$ cat config.mk
export PLATFORM = sky130hd
export DESIGN_NAME = alu_share_ctrl
export DESIGN_NICKNAME = d
export VERILOG_FILES = /design/src/rtl/alu_share_ctrl.sv
export SDC_FILE = /design/constraint.sdc
export NUM_CORES = 1
export LEC_CHECK = 0
export ABC_AREA = 1
export CORE_UTILIZATION = 38
export CTS_CLUSTER_SIZE = 12
export DETAILED_ROUTE_END_ITERATION = 16
export PLACE_DENSITY = 0.82
export SYNTH_ARGS = -nofsm -noshare
export SYNTH_HDL_FRONTEND = slang
export SYNTH_SLANG_ARGS = --single-unit
$ cat constraint.sdc
create_clock -name clk -period 2.25 [get_ports clk]
set_clock_uncertainty 0.2 [all_clocks]
set_input_delay 0.45 -clock clk [delete_from_list [all_inputs] [get_ports clk]]
set_output_delay 0.45 -clock clk [all_outputs]
set_load 0.01 [all_outputs]
$ cat src/rtl/alu_share_ctrl.sv
// Round-robin controller sharing one registered ALU between requesters A and B.
// One operation in flight: issue (IDLE) -> execute (EXEC) -> capture (WB) -> respond (RESP).
module alu_share_ctrl #(
  parameter int N = 32,
  parameter int P = 4
) (
  input  logic         clk,
  input  logic         rst,
  input  logic         a_req_valid,
  output logic         a_req_ready,
  input  logic [N-1:0] a_in1,
  input  logic [N-1:0] a_in2,
  input  logic [P-1:0] a_op,
  output logic         a_rsp_valid,
  input  logic         a_rsp_ready,
  input  logic         b_req_valid,
  output logic         b_req_ready,
  input  logic [N-1:0] b_in1,
  input  logic [N-1:0] b_in2,
  input  logic [P-1:0] b_op,
  output logic         b_rsp_valid,
  input  logic         b_rsp_ready,
  output logic [N-1:0] rsp_result,
  output logic         rsp_zero,
  output logic [N-1:0] alu_in1,
  output logic [N-1:0] alu_in2,
  output logic [P-1:0] alu_op,
  input  logic [N-1:0] alu_result,
  input  logic         alu_zero,
  output logic         busy
);

  typedef enum logic [1:0] {IDLE, EXEC, WB, RESP} state_t;

  state_t state, state_nxt;
  logic   last_grant;  // 1 = B was granted last
  logic   owner;       // 1 = B owns the op in flight
  logic   grant_a, grant_b;
  logic   rsp_fire;

  always_comb begin
    // NOTE: every combinational output gets a default first so no path leaves it unassigned (no latch).
    state_nxt = state;
    grant_a   = 1'b0;
    grant_b   = 1'b0;
    rsp_fire  = owner ? b_rsp_ready : a_rsp_ready;
    unique case (state)
      IDLE: begin
        // A reset cycle never grants, so a held request is not lost to the abort.
        if (!rst) begin
          grant_a = a_req_valid && (!b_req_valid || last_grant);
          grant_b = b_req_valid && (!a_req_valid || !last_grant);
        end
        if (grant_a || grant_b) state_nxt = EXEC;
      end
      EXEC:    state_nxt = WB;
      WB:      state_nxt = RESP;
      RESP:    if (rsp_fire) state_nxt = IDLE;
      default: state_nxt = IDLE;
    endcase
  end

  assign a_req_ready = grant_a;
  assign b_req_ready = grant_b;
  assign a_rsp_valid = (state == RESP) && !owner;
  assign b_rsp_valid = (state == RESP) && owner;
  assign busy        = (state != IDLE);

  // NOTE: sequential state uses non-blocking assignments so every register samples pre-edge values.
  always_ff @(posedge clk) begin
    if (rst) begin
      state      <= IDLE;
      last_grant <= 1'b1;
      owner      <= 1'b0;
      alu_in1    <= '0;
      alu_in2    <= '0;
      alu_op     <= '0;
      rsp_result <= '0;
      rsp_zero   <= 1'b0;
    end else begin
      state <= state_nxt;
      if (grant_a || grant_b) begin
        owner      <= grant_b;
        last_grant <= grant_b;
        alu_in1    <= grant_b ? b_in1 : a_in1;
        alu_in2    <= grant_b ? b_in2 : a_in2;
        alu_op     <= grant_b ? b_op  : a_op;
      end
      // The equality flag is combinational from the operands, the result one clock later.
      if (state == EXEC) rsp_zero   <= alu_zero;
      if (state == WB)   rsp_result <= alu_result;
    end
  end

endmodule

==> summary.txt <==
Status - finished, final reports clean
Mapped Cells - 719
Clk sinks - 105
Row count - 40
Power, Total - 7.706 mW
VDD IR-drop max - 0.5943 mV
Sequential area share after synthesis - 43.77%
DR iter-0 viols - 367
Largest net degree at the start of global routing - 70
CP max stage delay - 520 ps
HP Class - reg -> reg
Worst Path Max Fanout - 4
Avg Inst Size Synth - 6.679 µm²
P per Cell Area - 934.8 nW/µm²
MaxCap Viol Count - 0
Final Cycle Share - 97.47%
Mapped cell area - 4802 µm²
Setup violators final - 0
Vias in the first global route - 5262
Gr ovfl total - 0
Most used cell, CP - inv_1
Critical path, cell by cell - inv_1 > ha_4 > inv_1 > clkdlybuf4s50_1
Drt pass-1 iters - 5
Die Wd - 114.4 µm
Max_slew headroom - 70.52%
Global router's overall resource usage - 24.63%
Clock latency on the worst-skew pair - 330 ps
Post-layout minimum cycle time - 2193 ps
Cts bufs inserted - 9
Antenna Nets Post-Route - 0
Fin util - 67.79%
Ant. Diodes - 0
CTS tree - done
# DRC - 0
Yosys cell types - 19
Leakage power - 3.636 nW
Routed wire length - 16420 µm
Initial antenna violation count - 0
WP data required - 1600 ps
Avg WL per Cell - 14.21 µm
Slowest CP cell - clkdlybuf4s50_1
Synth Warn # - 0
Max Slew Vio Count - 0
Root buf cell - clkbuf_16
Final layout net count - 1163
Clock-pin slew on the worst setup and hold paths - 70 ps
Syn_nets - 899
Die ar. - 13090 µm²
Io pins - 281
Gpl congestion - 0.8264
# port buffers - 280
First-pass GRT wire length - 25690 µm
# H-tree levels - 3
Final Hold Fails - 0
Fin Hold WS - 296.8 ps
Final Worst Setup Slack - 57.00 ps
Initial cell density of the core - 39.49%
DP Worst Slack - -255.7 ps
CP Capture Type - output port
Startpoint types - register
Die Span Y - 114.4 µm
Core Box Area - 12160 µm²
Least-Margin Pin Slew - 441.8 ps
Layout cells sized above 1 - 6.073%
P&R area growth vs syn - 71.68%
Via density - 4.944
Critical Path AT - 1540 ps
F_max - 456.0 MHz
Clock buffer depth - 2
Post-DP HPWL - 11510 µm
Kind of critical path - reg -> out
DR vias - 5715
Synthesized flop and latch total - 105
==> cells by family after synthesis <==
kind of cell	after synthesis	share of synthesized area, %
simple gates	427	37.42
compound gates	106	11.10
flops	105	43.77
buf+inv	76	6.409
fa+ha+maj	5	1.303
==> repair_timing <==
item | 4_1_cts | 5_1_grt
resized for setup | 6 | 6
hold buffers | 0 | 0
setup buffers | 7 | 0
pin swaps | 1 | 2
endpoints found under the setup margin | 4 | 4
==> final timing paths <==
kind | start | end | slack (ps) | cells past startpoint
setup reg to reg | state[0] | alu_in2[26] | 370 | 8
hold / removal | rsp_result[24] | rsp_result[24] | 300 | 2
hold reg to reg | rsp_result[24] | rsp_result[24] | 300 | 2
setup / recovery | state[0] | busy | 60 | 4
==> cell usage in the layout (no fill, tap or decap), drive strengths merged, types with 2 or more instances in the layout <==
master and count:
clkdlybuf4s50 274, nor2 206, nand2 146, dfxtp 105, o21ai 101, nand4 68
buf 33, inv 18, clkbuf 11, nand3 7, dlygate4sd2 5, ha 5
a21oi 4, clkinv 2
==> metal layers <==
metal  up-vias  GRT usage (%)  part of all wire, %
met3        27          7.253                  8.3
met5         -              0                    0
met1      2578          27.88                   40
li1       2882              -                    -
met2       228          43.92                   49
met4         0          8.658                  2.2
==> flip-flops by register name, summed over array words and instances, names as in the netlist <==
name        count
alu_in1        32
alu_in2        32
alu_op          4
last_grant      1
owner           1
rsp_result     32
rsp_zero        1
state           2
==> metrics by stage <==
stage | cell area [µm²] | setup TNS (ps) | cells
floorplan | 4802 | 0 | 719
global placement | 7880 | -958.3 | 1133
detailed placement | 7880 | -2215 | 1133
CTS | 8213 | 0 | 1156
global route | 8244 | -21.16 | 1156
finish | 8244 | 0 | 1156
==> synthesized netlist by cell type <==
cell / n / area, µm²
ha_1: 5 / 62.56
inv_1: 14 / 52.55
nand2_1: 145 / 544.3
nand3_1: 6 / 30.03
buf_2: 9 / 45.04
dfxtp_1: 105 / 2102
buf_1: 4 / 15.01
o21ai_0: 66 / 330.3
a21oi_1: 4 / 20.02
clkbuf_1: 44 / 165.2
nand2_2: 1 / 6.260
nand4_1: 68 / 425.4
o211ai_1: 1 / 7.510
nor2_4: 1 / 11.26
nand3_2: 1 / 10.01
nor2_1: 205 / 769.5
o21ai_1: 35 / 175.2
inv_2: 2 / 7.510
buf_4: 3 / 22.52
==> power by group <==
part	internal, mW	switching [mW]	leakage, nW
sequential	2.39	0.245	0.864
clock	0.790	0.694	0.137
combinational	1.75	1.83	2.64
==> critical path, delay by kind of cell (launching register included) <==
family                   cells  cell delay (ps)
adder cells (fa/ha/maj)      1              210
buffers and inverters        3              670
flip-flops                   1              330
==> layout make-up <==
class / count / area (µm²)
repair buffers: 313 / 3159
fillers: 1073 / 3918
flip-flops and latches: 105 / 2102
well taps: 168 / 210.2
clock inverters: 5 / 38.79
clock buffers: 11 / 242.7
multi-input cells: 538 / 2431
inverters: 16 / 60.06
No activity file was read; power rests on OpenSTA's default activity.
